File: config.mk
export PLATFORM = sky130hd
export DESIGN_NAME = prio_enc_rr_flat
export DESIGN_NICKNAME = d
export VERILOG_FILES = /design/src/rtl/prio_pkg.sv /design/src/rtl/prio_enc_rr_if.sv /design/src/rtl/prio_enc_core.sv /design/src/rtl/prio_enc_rr.sv /design/src/flat_wrapper.sv
export SDC_FILE = /design/constraint.sdc
export NUM_CORES = 1
export LEC_CHECK = 0
export ABC_AREA = 0
export CAP_MARGIN = 10
export CORE_MARGIN = 4
export CORE_UTILIZATION = 40
export CTS_CLUSTER_DIAMETER = 30
export DETAILED_ROUTE_END_ITERATION = 10
export PLACE_DENSITY = 0.69
export SYNTH_ARGS = -nofsm -noshare
export SYNTH_HDL_FRONTEND = slang
export SYNTH_SLANG_ARGS = --single-unit
File: constraint.sdc
create_clock -name clk -period 5.01 [get_ports clk]
set_input_delay 0.7515 -clock clk [delete_from_list [all_inputs] [get_ports clk]]
set_output_delay 0.7515 -clock clk [all_outputs]
set_load 0.02 [all_outputs]
File: src/rtl/prio_pkg.sv
// prio_pkg: shared mode encodings for the priority encoder/arbiter
package prio_pkg;
  localparam logic PRIO_MODE_FIXED = 1'b0;
  localparam logic PRIO_MODE_RR = 1'b1;
endpackage

File: src/rtl/prio_enc_rr_if.sv
// prio_enc_rr_if: request side and registered grant side of the arbiter
interface prio_enc_rr_if #(
  parameter int N = 8
);
  localparam int W = $clog2(N);
  logic mode;
  logic [N-1:0] req;
  logic out_ready;
  logic out_valid;
  logic [W-1:0] out_idx;
  logic [N-1:0] out_onehot;
  logic busy_any;
  modport master (output mode, req, out_ready, input out_valid, out_idx, out_onehot, busy_any);
  modport slave (input mode, req, out_ready, output out_valid, out_idx, out_onehot, busy_any);
endinterface

File: src/rtl/prio_enc_core.sv
// prio_enc_core: combinational highest-set-index encoder
module prio_enc_core #(
  parameter int N = 8,
  localparam int W = $clog2(N)
) (
  input logic [N-1:0] i_req,
  output logic [W-1:0] o_idx,
  output logic o_found
);
  // later (higher) indices overwrite earlier ones, so the top set bit wins
  always_comb begin
    o_idx = '0;
    o_found = 1'b0;
    for (int i = 0; i < N; i++) begin
      if (i_req[i]) begin
        o_idx = W'(i);
        o_found = 1'b1;
      end
    end
  end
endmodule

File: src/rtl/prio_enc_rr.sv
// prio_enc_rr: registered fixed/round-robin priority arbiter with valid/ready output
module prio_enc_rr
  import prio_pkg::*;
#(
  parameter int N = 8
) (
  input logic clk,
  input logic rst,
  prio_enc_rr_if.slave bus
);
  localparam int W = $clog2(N);
  localparam logic [W:0] NW = (W+1)'(N);
  logic r_valid;
  logic [W-1:0] r_idx;
  logic [W-1:0] r_ptr;
  logic [N-1:0] r_onehot;
  logic w_rr;
  logic w_load;
  logic w_found;
  logic [W-1:0] w_amt;
  logic [W:0] w_back;
  logic [N-1:0] w_rot;
  logic [W-1:0] w_cidx;
  logic [W:0] w_sum;
  logic [W-1:0] w_win;
  assign w_rr = bus.mode == PRIO_MODE_RR;
  assign w_load = !r_valid || bus.out_ready;
  assign w_amt = w_rr ? r_ptr : '0;
  assign w_back = NW - {1'b0, w_amt};
  assign w_rot = (bus.req >> w_amt) | (bus.req << w_back);
  prio_enc_core #(.N(N)) u_core (
    .i_req(w_rot),
    .o_idx(w_cidx),
    .o_found(w_found)
  );
  assign w_sum = {1'b0, w_cidx} + {1'b0, w_amt};
  assign w_win = w_sum >= NW ? W'(w_sum - NW) : w_sum[W-1:0];
  // take a new grant whenever the output slot is empty or being consumed
  always_ff @(posedge clk) begin
    if (rst) begin
      r_valid <= 1'b0;
      r_idx <= '0;
      r_onehot <= '0;
      r_ptr <= '0;
    end else if (w_load) begin
      r_valid <= w_found;
      r_idx <= w_found ? w_win : '0;
      r_onehot <= w_found ? N'(1) << w_win : '0;
      r_ptr <= w_found && w_rr ? w_win : r_ptr;
    end
  end
  assign bus.out_valid = r_valid;
  assign bus.out_idx = r_idx;
  assign bus.out_onehot = r_onehot;
  assign bus.busy_any = |bus.req;
endmodule
File: src/flat_wrapper.sv
// flat-port wrapper written by rule: the top's interface ports become plain ports
module prio_enc_rr_flat import prio_pkg::*;
#(
  parameter int N = 8
)
  (clk, rst, bus_mode, bus_req, bus_out_ready, bus_out_valid, bus_out_idx, bus_out_onehot, bus_busy_any);
  prio_enc_rr_if #(.N(N)) bus_i ();
  input logic clk;
  input logic rst;
  input wire logic [$bits(bus_i.mode)-1:0] bus_mode;
  input wire logic [$bits(bus_i.req)-1:0] bus_req;
  input wire logic [$bits(bus_i.out_ready)-1:0] bus_out_ready;
  output wire logic [$bits(bus_i.out_valid)-1:0] bus_out_valid;
  output wire logic [$bits(bus_i.out_idx)-1:0] bus_out_idx;
  output wire logic [$bits(bus_i.out_onehot)-1:0] bus_out_onehot;
  output wire logic [$bits(bus_i.busy_any)-1:0] bus_busy_any;
  assign bus_i.mode = bus_mode;
  assign bus_i.req = bus_req;
  assign bus_i.out_ready = bus_out_ready;
  assign bus_out_valid = bus_i.out_valid;
  assign bus_out_idx = bus_i.out_idx;
  assign bus_out_onehot = bus_i.out_onehot;
  assign bus_busy_any = bus_i.busy_any;
  prio_enc_rr #(.N(N)) u_core (.clk(clk), .rst(rst), .bus(bus_i));
endmodule
# == Word-level counts from Yosys, hierarchy flattened ==
# Index checks and enable logic that the tools add are counted.
# classes
n_addsub,3
magnitude_cmp,1
n_shift,3
n_mux,19
bitwise,1
reduce_logical,5
# op_table
op,count
3-bit two-way mux,9
1-bit two-way mux,9
8-bit two-way mux,1
8-bit bitwise OR,1
8-bit OR reduction,1
1-bit by 3-bit left shift with 8-bit output (first input constant),1
8-bit by 4-bit left shift with 8-bit output,1
8-bit by 3-bit right shift with 8-bit output,1
3-bit by 3-bit adder with 4-bit output,1
4-bit greater-or-equal comparator (second input constant),1
4-bit by 3-bit subtractor with 4-bit output (first input constant),1
3-bit by 1-bit subtractor with 3-bit output (second input constant),1
2-bit AND reduction,1
1-bit logical AND,1
1-bit zero test,1
1-bit logical OR,1
# word_totals
ff_bits,15
in_bits,12
output_inout_bits,13
word_cells,36

# == Depth between registers and ports, before layout ==
# Gate-level depths: netlist of run 1.
# depth
ltp_word,16
mapped_depth,19
depth_no_buf,17

# == Modules after synthesis ==
# A second synthesis of run 1 with hierarchy kept.
# hier_totals
hier_cells,167
hier_area_um2,1328.8
# by_module_without_submodules
module,n_inst,cells_per_inst,area_per_inst_um2
prio_enc_rr,1,155,1271.2
prio_enc_core,1,12,57.6

# == Worst setup path after synthesis of run 1 ==
# No wires, ideal clock.
# synth_timing
kind,input-to-reg
startpoint,input bus_mode
endpoint,register u_core.r_ptr[2]
setup_time_ns,0.123
arrival_time_ns,4.483
setup_slack_ns,0.404
cell_stages,17
path_buffers,2
path_cell_list,buf_2 > nand2_2 > ha_1 > buf_2 > mux2i_1 > o21ai_0 > a221o_1 > nand3b_1 > a221oi_1 > a211o_1 > ha_1 > inv_1 > fa_1 > or3_1 > or4_1 > o21ai_1 > mux2_1
# synth_via
elab_chain_cells,14
# synth_rtl
item,line,rtl
"start, declared",flat_wrapper.sv:10,input wire logic [$bits(bus_i.mode)-1:0] bus_mode;
3-bit two-way mux,prio_enc_rr.sv:28,assign w_amt = w_rr ? r_ptr : '0;
4-bit by 3-bit subtractor with 4-bit output,prio_enc_rr.sv:29,"assign w_back = NW - {1'b0, w_amt};"
8-bit by 4-bit left shift with 8-bit output,prio_enc_rr.sv:30,assign w_rot = (bus.req >> w_amt) | (bus.req << w_back);
8-bit bitwise OR,prio_enc_rr.sv:30,
1-bit two-way mux,prio_enc_core.sv:15,if (i_req[i]) begin
3-bit two-way mux / 1-bit two-way mux (equally long branches) (6 in a row),prio_enc_core.sv:15,
3-bit by 3-bit adder with 4-bit output / 1-bit two-way mux (equally long branches),"prio_enc_rr.sv:36, prio_enc_core.sv:15",
4-bit greater-or-equal comparator (tied with other cells),prio_enc_rr.sv:37,assign w_win = w_sum >= NW ? W'(w_sum - NW) : w_sum[W-1:0];
3-bit two-way mux / 2-bit AND reduction (equally long branches),n/a,
"end signal, assigned",prio_enc_rr.sv:49,r_ptr <= w_found && w_rr ? w_win : r_ptr;
"end, declared",prio_enc_rr.sv:15,logic [W-1:0] r_ptr;
# Several ways; a longest one is shown, not always the timed one.
# A chain may end at the register's enable or synchronous reset.

# == Worst setup path after layout of run 1 ==
# Same ends and word-level chain as after synthesis.

==> results of run 1 <==
-- registers in the layout, summed over array words and instances, names as in the netlist --
signal / cells
u_core.bus.out_onehot: 8
u_core.bus.out_idx: 3
u_core.r_ptr: 3
u_core.bus.out_valid: 1
-- cells by family after synthesis --
group / count (synthesis) / synth area share (%)
and+or+nand+nor: 80 / 28.42
AOI/OAI and AO/OA: 55 / 26.59
buffers and inverters: 23 / 6.448
muxes: 21 / 16.00
DFF: 15 / 19.11
adders and majority gates: 3 / 2.866
xor gates and xnor gates: 1 / 0.5574
-- power by group --
group	leakage (uW)	total [uW]	internal, uW	switching (uW)
logic	0.000592	404	187	217
registers	0.000123	157	142	15.7
clock network	0.0000255	95.6	55.0	40.6
-- per-stage QoR --
stage / hold WS (ps) / std cells / utilization [%] / power, uW
floorplan: 525.3 / 198 / - / 434.5
global placement: 441.9 / 270 / 51.58 / 554.1
detailed placement: 448.2 / 270 / 51.58 / 556.3
CTS: 457.2 / 274 / 52.83 / 654.3
global route: 471.7 / 274 / 53.00 / 704.4
finish: 455.4 / 274 / 53.00 / 656.7
-- critical path, cell delays in order --
cell and delay [ps]:
clkdlybuf4s50_1 550, nand2_2 90, ha_2 400, mux2i_1 250, mux2i_1 100, a22oi_1 240
and2_1 190, a21oi_1 80, a221oi_1 270, a211o_1 150, ha_1 130, inv_1 40
fa_1 370, or3_1 360, or4_1 390, o21ai_1 140, mux2_1 330
-- metal layers --
layer	vias to the layer above	track usage, %	wire length (um)
li1	799	-	-
met1	761	21.48	1843
met2	71	27.19	1928
met3	13	1.563	245
met4	0	8.351	127
met5	-	0	0
-- final cells by class --
cell class / count / area [sq um]
Inverter: 7 / 26.28
Timing Repair Buffer: 40 / 360.3
Clock inverter: 1 / 5.005
Sequential cell: 15 / 300.3
Fill cell: 368 / 1747
Tap cell: 48 / 60.06
Clock buffer: 3 / 41.29
Multi-Input combinational cell: 160 / 1176
-- worst max path at each step --
stage                  start  slack (ps)               to
CTS                 bus_mode         280  u_core.r_ptr[2]
finish              bus_mode         300  u_core.r_ptr[2]
global route        bus_mode          10  u_core.r_ptr[2]
global placement    bus_mode          80  u_core.r_ptr[2]
detailed placement  bus_mode          30  u_core.r_ptr[2]
floorplan           bus_mode         400  u_core.r_ptr[2]
-- what timing repair did --
action | 4_1_cts | 5_1_grt
gates resized for setup | 0 | 2
endpoints found under the setup margin | 0 | 1
hold buffers | 0 | 0
-- Yosys cell counts (3+ instances only) --
master / instances
a311oi_1: 3
o221ai_1: 4
and2_1: 4
clkbuf_1: 9
and3_1: 3
nand3_1: 7
o21ai_1: 4
mux4_2: 3
dfxtp_1: 15
nand2b_1: 8
a21oi_1: 11
nand2_1: 23
mux2i_1: 15
inv_1: 6
buf_2: 5
o21ai_0: 4
nand3b_1: 3
nor2b_1: 4
a211oi_1: 3
nor2_1: 12
-- cells in the final DEF, fill, tap and decap left out, types with 3 or more instances in the layout --
cell type	synthesis	layout
a211oi_1	3	3
a21oi_1	11	11
a311oi_1	3	3
and2_1	4	4
and3_1	3	3
buf_4	0	16
clkbuf_8	0	3
clkdlybuf4s50_1	0	24
dfxtp_1	15	15
inv_1	6	6
mux2i_1	15	14
mux4_2	3	3
nand2_1	23	23
nand2b_1	8	8
nand3_1	7	7
nand3b_1	3	3
nor2_1	12	12
nor2b_1	4	4
o21ai_0	4	4
o21ai_1	4	4
o221ai_1	4	4
==> summary.md, run 1 <==
| Metric | Value |
|---|---|
| DIE AREA | `0.004996 sq mm` |
| Top cells by area, synth | `dfxtp_1, mux2i_1, nand2_1` |
| Slew @ Worst Pin | `687.5 ps` |
| Clock sink count | `15` |
| DP Worst Slack | `25.37 ps` |
| Min-delay src | `u_core.bus.out_onehot[1]` |
| Worst R2R Setup Slack | `1030 ps` |
| Arrival @ worst endpoint | `4840 ps` |
| Mapped Cells | `198` |
| P_leak | `0.0007412 uW` |
| Die height | `70.68 um` |
| Antenna fix cells | `0` |
| Final Cell Area | `0.001969 sq mm` |
| Startpoint Class | `input port` |
| Period utilisation layout | `94.10%` |
| Hold Crit Depth | `2` |
| WS Path Type | `in2reg` |
| Clock Latency Late Sink | `240 ps` |
| DRC Markers | `0` |
| Clock root buffer | `clkbuf_8` |
| GRT Total Usage | `16.53%` |
| Status | `finished clean` |
| Hold Path Sink | `u_core.bus.out_onehot[1]` |
| FF-to-FF End | `u_core.r_ptr[2]` |
| # port buffers | `24` |
| CTS tree | `done` |
| Worst-path maximum fanout | `5` |
| Fin. max-slew vios | `0` |
| Sequential fraction of the synthesis area | `19.11%` |
| Rows | `22` |
| First-pass DRT Iterations | `4` |
| CTS Buf Count | `3` |
| Antenna-violating nets left | `0` |
| Syn_nets | `213` |
| Gpl congestion | `0.9419` |
| RSZ-0062 raised after global routing | `no` |
| Setup Skew | `3.889 ps` |
| Core outline area | `0.003716 sq mm` |
| R2R Path Start | `u_core.r_ptr[1]` |
| FFs w/ async S/R, synth | `0%` |
| Synth area leader | `dfxtp_1` |
| Post-synth EDFFs | `0` |
| Fin crit period | `4715 ps` |
| Worst-path clk slew | `60 ps` |
| Global-route wire length before repair | `6948 um` |
| Initial core utilization | `42.29%` |
| Element type at the critical path end | `flop` |
| Total number of vias | `1644` |
| DR iter-0 viols | `111` |
| Total grt overflow | `0` |
| Synth unique cells | `60` |
| DP HPWL | `3213 um` |
| Die width | `70.68 um` |
| Main synth FF type | `dfxtp_1` |
| Final worst slack | `295.4 ps` |
| Max frequency | `212.1 MHz` |
| Final-report hold violation count | `0` |
| DR WL/cell | `15.13 um` |
| Largest net degree at the start of global routing | `20` |
| Power Density | `333.5 mW/mm^2` |
| Syn-to-layout area delta | `25.32%` |
| Vias/cell | `6.000` |
| I/O Pins | `25` |
| Post-CTS Setup Inserts | `0` |
| Max-cap violations | `0` |
| Synthesized flop and latch total | `15` |
| Vias in the first global route | `1508` |
| Synthesized cell area | `0.001572 sq mm` |
| Fin Setup TNS | `0 ps` |
| Final wirelength | `4145 um` |
| Worst reg2reg path depth | `16` |
| Initial antenna violation count | `0` |
| Post-place instance area | `0.001917 sq mm` |
| YS warnings | `0` |
| H-tree depth | `1` |
| Syn avg cell area | `7.937 sq um` |
| Max IR drop VDD | `0.1140 mV` |
| Clk buf depth | `2` |
| Max_slew headroom | `54.07%` |
| Yosys top cell area share | `19.11%` |
| Share of layout cells above drive strength 1 | `16.37%` |
| Final setup fails | `0` |
| WP data required | `5140 ps` |
| Final nets | `242` |
| Hold Path Class | `reg2reg` |
Power figures use the tool's default switching activity.
==> inputs of run 2 (changes only) <==
Settings changed: CORE_UTILIZATION 40 to 54, PLACE_DENSITY 0.69 to 0.87.
==> run 2 against run 1 <==
  * Maximum frequency down 1.0%
  * Sequential share of layout area up 0.61 points
  * Combinational power down 1%
  * Hold slack about the same
  * Global-route usage up 7.7 points
  * First-iteration DRC count up 9.0%
==> summary.md, run 2 (synthesis results as in run 1) <==
| Metric | Value |
|---|---|
| Status | `finished clean` |
| Vias/cell | `6.565` |
| WS Path Type | `in2reg` |
| Startpoint Class | `input port` |
| Antenna-violating nets left | `0` |
| Share of layout cells above drive strength 1 | `13.96%` |
| Fin cells | `253` |
| Syn-to-layout area delta | `20.46%` |
| DP Worst Slack | `-17.80 ps` |
| Slew @ Worst Pin | `623.0 ps` |
| Max IR drop VDD | `0.2716 mV` |
| Worst-path maximum fanout | `5` |
| DP HPWL | `3425 um` |
| DR WL/cell | `17.38 um` |
| Fin crit period | `4762 ps` |
| Commonest non-fill, non-tap cells in the layout | `clkdlybuf4s50_1, nand2_1, mux2i_1, dfxtp_1` |
| Antenna fix cells | `0` |
| Final-report hold violation count | `0` |
| Gpl congestion | `0.9396` |
| Post-CTS Setup Inserts | `0` |
| Clock root buffer | `clkbuf_4` |
| Global-route wire length before repair | `7010 um` |
| Period utilisation layout | `95.06%` |
| Die height | `61.95 um` |
| Max-cap violations | `0` |
| Vias in the first global route | `1575` |
| Rows | `19` |
| Final worst slack | `247.6 ps` |
| Final wirelength | `4396 um` |
| Initial core utilization | `56.99%` |
| Clock Latency Late Sink | `290 ps` |
| Most common cell after layout, fill and taps aside | `clkdlybuf4s50_1` |
| Final setup fails | `0` |
| CTS Buf Count | `3` |
| WP data required | `5190 ps` |
| CTS tree | `done` |
| Element type at the critical path end | `flop` |
| Max_slew headroom | `58.38%` |
| Fin Setup TNS | `0 ps` |
| Initial antenna violation count | `0` |
| Clock sink count | `15` |
| Total number of vias | `1661` |
| First-pass DRT Iterations | `4` |
| Setup Skew | `2.564 ps` |
| Dpl cells | `249` |
| Fin. max-slew vios | `0` |
| Final nets | `238` |
| Largest net degree at the start of global routing | `20` |
| DRC Markers | `0` |
| GRT Total Usage | `24.22%` |
| Total grt overflow | `0` |
| Power Density | `330.7 mW/mm^2` |
| Worst-path clk slew | `90 ps` |
| I/O Pins | `25` |
| Max reg flops | `8` |
| Die width | `61.95 um` |
| DIE AREA | `0.003837 sq mm` |
| RSZ-0062 raised after global routing | `no` |
| Total Power | `626.1 uW` |
| Core outline area | `0.002758 sq mm` |
| Clk buf depth | `2` |
| # hold bufs at CTS | `0` |
| DR iter-0 viols | `121` |
| Hold Path Class | `reg2reg` |
| # port buffers | `24` |
| P_leak | `0.0007150 uW` |
| Arrival @ worst endpoint | `4940 ps` |
| Max frequency | `210.0 MHz` |
| Cts repair resizes | `0` |
| H-tree depth | `1` |
==> run 2: changes by cell type in the layout (fill, tap and decap cells not counted), sizes merged <==
cell and delta:
buf -4
==> run 2: metal layers <==
metal	routed length (um)	track usage, %
met2	2243	44.38
met3	313	3.099
met1	1686	27.17
met4	152	11.82
met5	0	0
==> run 2: final timing paths <==
path	from	cells past startpoint	slack, ps	end
max	bus_mode	17	250	u_core.r_ptr[2]
min reg2reg	u_core.bus.out_onehot[1]	2	460	u_core.bus.out_onehot[1]
min	u_core.bus.out_onehot[1]	2	460	u_core.bus.out_onehot[1]
max reg2reg	u_core.r_ptr[0]	16	870	u_core.r_ptr[2]
==> run 2: through the flow <==
stage | util [%] | hold WS, ps | area, sq um
after floorplan | - | 525.3 | 1572
after global placement | 67.65 | 439.4 | 1866
after detailed placement | 67.65 | 444.2 | 1866
after CTS | 68.65 | 455.9 | 1893
after global routing | 68.65 | 475.3 | 1893
final | 68.65 | 455.7 | 1893
==> run 2: final cells by class <==
cell class / instances / area, sq um
clock buffer: 3 / 22.52
inverter: 7 / 26.28
timing repair buffer: 36 / 330.3
clock inverter: 1 / 5.005
tap: 31 / 38.79
multi-input combinational: 160 / 1170
fill: 237 / 864.6
sequential: 15 / 300.3
==> run 2: critical path: stages <==
cell and delay [ps]:
clkdlybuf4s50_1 550, nand2_2 90, ha_1 410, mux2i_1 290, mux2i_1 110, a22oi_1 230
and2_1 180, nand3b_1 90, a221oi_1 270, a211o_1 150, ha_1 130, inv_1 50
fa_1 370, or3_1 380, or4_1 420, o21ai_1 150, mux2_1 320
==> run 2: power breakdown <==
group	internal, uW	leakage (uW)	switching [uW]
Combinational	178	0.000574	219
Clock	29.7	0.0000177	39.6
Sequential	141	0.000123	17.6
==> inputs of run 3 (changes only) <==
Settings changed: CORE_UTILIZATION 54 to 49, PLACE_DENSITY 0.87 to 0.77.
Clock period 5.01 ns to 4.2 ns, I/O delays scaled along.
==> run 3 against run 2 <==
  * Via count grew 7.3%
  * Worst setup slack lost 140 ps
  * Clock-buffer cell count is 1 higher
  * Critical path depth unchanged
  * Routed wire length increased by 14%
  * Non-clock buffer count rose by 30
  * Combinational power rose by 48%
  * First-iteration DRC count grew 32%
  * Largest power group unchanged
  * Utilization increased by 3.4 points
  * Critical endpoint unchanged
  * Final cell count increased by 17%
  * Largest cell class unchanged
  * Hold slack lost 2.2 ps
==> summary.md, run 3 (synthesis results as in run 1) <==
| Metric | Value |
|---|---|
| # hold bufs at CTS | `0` |
| Max reg flops | `8` |
| Hold Path Class | `reg2reg` |
| WP data required | `4380 ps` |
| Element type at the critical path end | `flop` |
| Startpoint Class | `input port` |
| Final-report hold violation count | `0` |
| Status | `finished clean` |
| Vias in the first global route | `1720` |
| Share of layout cells above drive strength 1 | `28.17%` |
| Final worst slack | `106.0 ps` |
| Hold slack | `453.5 ps` |
| I/O Pins | `25` |
| Setup Skew | `3.259 ps` |
| H-tree depth | `1` |
| Gpl congestion | `0.9398` |
| Arrival @ worst endpoint | `4280 ps` |
| Die height | `64.63 um` |
| Fin cells | `296` |
| Fin crit period | `4094 ps` |
| DR WL/cell | `16.86 um` |
| Antenna-violating nets left | `0` |
| FF-to-FF End | `u_core.r_ptr[2]` |
| Max IR drop VDD | `0.2511 mV` |
| Max_slew headroom | `54.87%` |
| DP Worst Slack | `-684.5 ps` |
| Antenna fix cells | `0` |
| Syn-to-layout area delta | `39.89%` |
| Fin Setup TNS | `0 ps` |
| WS Path Type | `in2reg` |
| R2R Path Start | `u_core.r_ptr[1]` |
| Clock sink count | `15` |
| Min-delay src | `u_core.bus.out_onehot[3]` |
| Most common cell after layout, fill and taps aside | `buf_4` |
| First-pass DRT Iterations | `4` |
| Clock root buffer | `clkbuf_4` |
| Rows | `20` |
| Max frequency | `244.3 MHz` |
| Slew @ Worst Pin | `675.5 ps` |
| Crit path from | `bus_mode` |
| Period utilisation layout | `97.48%` |
| Clk buf depth | `2` |
| Die width | `64.63 um` |
| Crit path capture | `u_core.r_ptr[2]` |
| Final wirelength | `4991 um` |
| DR iter-0 viols | `160` |
| CTS Buf Count | `3` |
| CTS tree | `done` |
| Initial core utilization | `51.48%` |
| Dpl cells | `291` |
| # port buffers | `24` |
| Finished Core Util | `72.01%` |
| GRT Total Usage | `24.24%` |
| DP HPWL | `3818 um` |
| Total grt overflow | `0` |
| DIE AREA | `0.004177 sq mm` |
| Fin. max-slew vios | `0` |
| Core outline area | `0.003053 sq mm` |
| Worst R2R Setup Slack | `170 ps` |
| Global-route wire length before repair | `8066 um` |
| DRC Markers | `0` |
| P_leak | `0.0008758 uW` |
| Worst reg2reg path depth | `16` |
| Power Density | `393.7 mW/mm^2` |
| Worst-path maximum fanout | `5` |
| Max-cap violations | `0` |
| Clock Latency Late Sink | `290 ps` |
| Initial antenna violation count | `0` |
| Largest net degree at the start of global routing | `20` |
| Final nets | `268` |
| Vias/cell | `6.020` |
| Total number of vias | `1782` |
| Final setup fails | `0` |
| Worst-path clk slew | `90 ps` |
| Commonest non-fill, non-tap cells in the layout | `buf_4, nand2_1, clkdlybuf4s50_1, dfxtp_1, mux2i_1` |
## run 3: cell types whose count changed in the layout (fill, tap and decap cells not counted), moves of 2 or more
cell             delta
mux2i_2             +2
a21oi_1             -2
mux2i_1             -2
a21oi_2             +2
clkdlybuf4s50_1     -2
buf_4              +30
## run 3: through the flow
| step | instance area, sq um | power, uW |
|---|---|---|
| floorplan | 1623 | 535.3 |
| global placement | 2135 | 734.0 |
| detailed placement | 2135 | 753.4 |
| CTS | 2162 | 842.0 |
| global route | 2198 | 922.0 |
| finish | 2198 | 865.6 |
## run 3: power breakdown
group	internal, uW	switching (uW)
clock network	36.9	48.9
registers	169	22.6
logic	289	300
total	494	371
## run 3: critical path: stages
cell	delay, ps
clkbuf_4	160
nand2_2	80
ha_4	320
mux2i_1	280
mux2i_1	150
a22oi_2	200
and2_1	190
nand3b_1	100
a221oi_2	250
a211o_1	130
ha_1	140
inv_1	50
fa_2	360
or3_1	360
or4_1	400
o21ai_1	150
mux2_1	340
## run 3: worst min-delay path by stage
stage	to	slack, ps	cells after the start
2_1_floorplan	u_core.bus.out_onehot[3]	530	2
3_3_place_gp	u_core.bus.out_idx[1]	440	2
3_5_place_dp	u_core.bus.out_onehot[2]	440	2
4_1_cts	u_core.bus.out_onehot[3]	460	2
5_1_grt	u_core.bus.out_onehot[3]	480	2
6_report	u_core.bus.out_onehot[3]	450	2
## run 3: area by class of cell
| type | count | area (sq um) |
|---|---|---|
| inverters | 7 | 26.28 |
| clock buffers | 4 | 26.28 |
| well taps | 44 | 55.05 |
| fillers | 246 | 854.6 |
| multi-input cells | 160 | 1235 |
| repair buffers | 66 | 555.5 |
| flip-flops and latches | 15 | 300.3 |
## run 3: metal layers
layer,global-route usage [%],wire (um),up-vias,share of wire [%]
met3,3.120,327,6,6.6
li1,-,-,851,-
met5,0,0,-,0
met2,40.98,2465,79,49
met1,32.69,2142,846,43
met4,5.805,54,0,1.1
## run 3: repair_timing
item                                    CTS  global route
resized for setup                         3            11
pin swaps                                 0             5
buffers inserted                          0             1
endpoints found under the setup margin    6             1
